$ cat src/rtl/irq_encoder_4x2.sv
// Four active-low async request lines -> synchronized, edge-latched,
// priority-encoded 2-bit index with a valid/ack handshake.
module irq_encoder_4x2 #(
  parameter int SYNC_STAGES = 2
) (
  input  logic       clk,
  input  logic       rst_n,
  input  logic       enable,
  input  logic [3:0] req_n,
  input  logic       ack,
  output logic       valid,
  output logic [1:0] code,
  output logic [3:0] pending,
  output logic       multi
);

  typedef enum logic {
    IDLE,
    GRANT
  } state_t;

  state_t state, state_nx;

  logic [3:0] stg [SYNC_STAGES];
  logic [3:0] sync;
  logic [3:0] hist;
  logic [3:0] fall;
  logic [3:0] clr;
  logic [1:0] pick;
  logic [SYNC_STAGES:0] live;

  always_ff @(posedge clk or negedge rst_n) begin
    if (!rst_n) begin
      for (int k = 0; k < SYNC_STAGES; k++)
        stg[k] <= 4'hf;
    end else begin
      stg[0] <= req_n;
      for (int k = 1; k < SYNC_STAGES; k++)
        stg[k] <= stg[k-1];
    end
  end

  assign sync = stg[SYNC_STAGES-1];

  // live masks falls until both sync and hist carry post-reset samples,
  // so a line already low at reset release is not taken as a new edge.
  always_ff @(posedge clk or negedge rst_n) begin
    if (!rst_n) begin
      hist <= 4'hf;
      live <= '0;
    end else begin
      hist <= sync;
      live <= {live[SYNC_STAGES-1:0], 1'b1};
    end
  end

  assign fall = hist & ~sync & {4{live[SYNC_STAGES]}};

  always_comb begin
    clr = 4'b0000;
    if (state == GRANT && ack)
      clr[code] = 1'b1;
  end

  always_ff @(posedge clk or negedge rst_n) begin
    if (!rst_n)
      pending <= 4'b0000;
    else
      pending <= fall | (pending & ~clr);
  end

  always_comb begin
    pick = 2'd0;
    priority case (1'b1)
      pending[0]: pick = 2'd0;
      pending[1]: pick = 2'd1;
      pending[2]: pick = 2'd2;
      pending[3]: pick = 2'd3;
      default:    pick = 2'd0;
    endcase
  end

  always_ff @(posedge clk or negedge rst_n) begin
    if (!rst_n) begin
      state <= IDLE;
      code  <= 2'd0;
    end else begin
      state <= state_nx;
      if (state == IDLE && enable && |pending)
        code <= pick;
    end
  end

  always_comb begin
    state_nx = state;
    unique case (state)
      IDLE:    if (enable && |pending) state_nx = GRANT;
      GRANT:   if (ack) state_nx = IDLE;
      default: state_nx = IDLE;
    endcase
  end

  always_comb begin
    valid = (state == GRANT);
  end

  assign multi = (pending & (pending - 4'd1)) != 4'd0;

endmodule
$ cat config.mk
export PLATFORM = sky130hd
export DESIGN_NAME = irq_encoder_4x2
export DESIGN_NICKNAME = d
export VERILOG_FILES = /design/src/rtl/irq_encoder_4x2.sv
export SDC_FILE = /design/constraint.sdc
export NUM_CORES = 1
export LEC_CHECK = 0
export ABC_AREA = 1
export BUFFER_PORTS_ARGS = -buffer_cell sky130_fd_sc_hd__clkbuf_2
export CAP_MARGIN = 10
export CORE_MARGIN = 10
export CORE_UTILIZATION = 45
export DETAILED_ROUTE_END_ITERATION = 12
export GPL_TIMING_DRIVEN = 0
export PLACE_DENSITY = 0.78
export REMOVE_ABC_BUFFERS = 1
export SETUP_SLACK_MARGIN = 0.05
export SLEW_MARGIN = 20
export SYNTH_ARGS = -nofsm -noshare
export SYNTH_HDL_FRONTEND = slang
export SYNTH_SLANG_ARGS = --single-unit
$ cat constraint.sdc
create_clock -name clk -period 2.2 [get_ports clk]
set_input_delay 0.22 -clock clk [delete_from_list [all_inputs] [get_ports clk]]
set_output_delay 0.22 -clock clk [all_outputs]
set_load 0.005 [all_outputs]
==> impl_metrics.csv <==
group,metric,value,unit
outcome,status,"finished clean",
synth,ys_seq_area_frac,0.736,
timing,slew-limit-headroom,0.658,
worst_setup_path,max_stage_delay,430,ps
worst_setup_path,reg2regPathDepth,6,
timing,period_needed,1410,ps
grt,antenna_found_initial,0,
clock_tree,clk_root_buffer_cell,"clkbuf_4",
grt,grt_pass1_wl,2300,µm
clock_tree,cts.clk_slew.worst_paths,110,ps
placed_design,placedCellCount,102,
synth,synth.avg_cell_area,10.8,µm²
floorplan,rows,14,
min_path,min_path_type,"input port to register",
synth,synth_cells,71,
placed_design,place_area,863,µm²
min_path,hold_depth,2,
worst_setup_path,crit_path_end_kind,"primary output",
timing,fmax,0.709,GHz
timing,rsz0062_at_grt,"false",
placed_design,gp_congestion,0.881,
worst_setup_path,r2r_slack,1290,ps
synth,synth_area,768,µm²
worst_setup_path,worstPathRequired,1980,ps
routing,dr_total_vias,534,
power,intPower,675,µW
grt,grtUsageTotal,0.0806,
floorplan,chipWidth,61.3,µm
timing,setup_viol,0,
worst_setup_path,arrival,1190,ps
routing,drt_pass1_iterations,4,
clock_tree,cts.sinks,22,
finish,num-nets-final,104,
timing,hold_viol_final,0,
timing,finalCritPeriodShare,0.641,
grt,grt_start_max_net_pins,23,
clock_tree,h-tree-depth,1,
worst_setup_path,cp_cell_sequence,"nor2_1, o21ai_0, nand2_1, inv_1, clkbuf_2",
placed_design,dp.final_hpwl,990,µm
floorplan,die_h,61.3,µm
synth,synth.yosys.warnings,0,
power,p_comb_frac,0.223,
clock_tree,cts_resized,0,
power,switchingPower,300,µW
synth,ys_seq_elements,22,
routing,wirelength,1310,µm
worst_setup_path,critPathKind,"register to primary output",
clock_tree,cts_setup_buffers,0,
floorplan,pin_count,16,
grt,grt_pass1_vias,566,
timing,slew_viol_final,0,
floorplan,die_area,0.00376,mm²
clock_tree,numCtsBuffers,3,
routing,drtIter0Drc,6,
routing,wire_per_inst,11.8,µm
power,powerDensity,1030,mW/mm²
job,cap_violations,0,
worst_setup_path,cp.buffers_inverters,2,
worst_setup_path,cp_max_fo,4,
worst_setup_path,timing.rr.start,"pending[3]",
routing,viasPerCell,4.81,
worst_setup_path,cp_slowest_cell,"dfrtp_1",
timing,tightest_slew,512,ps
clock_tree,cts_tree,"built",
clock_tree,cts_max_path_buffers,2,
finish,final_area,950,µm²
finish,fin_cells,111,
power,switching_share,0.308,
min_path,min_from,"ack",
finish,drive_gt1_frac,0.347,
grt,grt_overflow,0,
power,power_frac_clock,0.217,
routing,remaining_drc_errors,0,
routing,drtAntennaViolNets,0,
timing,setup_tns,0,ps
worst_setup_path,cp-start-kind,"register",
floorplan,start_util,0.493,
floorplan,design.core.area,0.00156,mm²
timing,clock_skew,1.17,ps
worst_setup_path,crit_family,"flip-flops",
min_path,hold_end,"valid",
synth,synth_cell_types,12,
placed_design,port_buffers,15,
power,p_leak,0.000467,µW
finish,nFillCells,134,
power,peakVddDrop,0.000553,V
clock_tree,clk_latency,300,ps
finish,antenna_cells,0,
timing,whs,110,ps
clock_tree,ctsHoldBuffers,5,
power,p_seq_frac,0.560,
worst_setup_path,worstReg2RegEnd,"code[0]",
finish,area_growth,23.6,%
## cell type report
cell class,count,area (µm²),share of cell area
Tap cell,16,20.0,0.0211
Sequential cell,22,566,0.596
Timing Repair Buffer,20,125,0.132
Inverter,9,33.8,0.0356
Multi-Input combinational cell,40,169,0.178
Clock buffer,4,36.3,0.0382
## metal layers
metal / up-vias / GRT usage / part of all wire
li1: 261 / - / -
met1: 251 / 0.0905 / 0.42
met2: 20 / 0.132 / 0.46
met3: 2 / 0.0267 / 0.095
met4: 0 / 0.0456 / 0.014
met5: - / 0 / 0
## worst reg2reg max path, stage by stage (launching register included)
cell and delay, ps:
dfrtp_1 450, inv_2 80, nand2_1 50, nand2_1 80, nand2_1 50, nand2_1 60
nand2_1 50
## cells in the mapped netlist
| library cell | number | area, µm² |
|---|---|---|
| conb_1 | 1 | 3.75 |
| inv_2 | 1 | 3.75 |
| dfrtp_1 | 10 | 250 |
| a21oi_1 | 1 | 5.00 |
| nand2_1 | 21 | 78.8 |
| inv_1 | 8 | 30.0 |
| dfstp_2 | 12 | 315 |
| a21boi_1 | 1 | 7.51 |
| nor3_1 | 2 | 10.0 |
| o21ai_0 | 7 | 35.0 |
| nor2_2 | 1 | 6.26 |
| nor2_1 | 6 | 22.5 |
## flip-flops by register name, summed over array words and instances, names as in the netlist
name and cells:
code 2, pending 4, live 3, sync 4, hist 4, stg 4, valid 1
## placed cells by master, fill, tap and decap left out
cell type / n
a21boi_1: 1
nand2_1: 21
nor3_1: 2
clkbuf_2: 15
inv_1: 8
conb_1: 1
dlygate4sd3_1: 5
clkbuf_4: 3
dfrtp_1: 10
nor2_1: 6
nor2_2: 1
clkbuf_8: 1
inv_2: 1
o21ai_0: 7
a21oi_1: 1
dfstp_2: 12
## worst max path at each step
| stage | endpoint | cells past startpoint | slack [ps] | from |
|---|---|---|---|---|
| after CTS | multi | 5 | 770 | pending[1] |
| after global placement | multi | 5 | 1160 | pending[1] |
| after floorplan | multi | 4 | 1280 | pending[3] |
| after detailed placement | multi | 5 | 1130 | pending[1] |
| final | multi | 5 | 790 | pending[1] |
| after global routing | multi | 5 | 700 | pending[3] |
## through the flow
stage	worst slack (ps)	util	total power [µW]
final	790	0.609	975
after global routing	703	0.609	1050
after global placement	1160	0.554	757
after floorplan	1280	-	655
after CTS	773	0.609	989
after detailed placement	1130	0.554	768
## power by group through the flow
stage | Sequential (µW) | Combinational [µW] | Clock [µW]
finish | 546 | 217 | 212
global route | 559 | 255 | 235
CTS | 545 | 222 | 222
detailed placement | 553 | 215 | 0
global placement | 548 | 209 | 0
floorplan | 547 | 108 | 0
## kinds of logic after synthesis
family	after synthesis	share of synthesized area
compound gates	9	0.0619
buf+inv	9	0.0440
flops	22	0.736
other cells	1	0.00488
simple gates	30	0.153
Note: power is estimated with default switching activity, not from simulation.
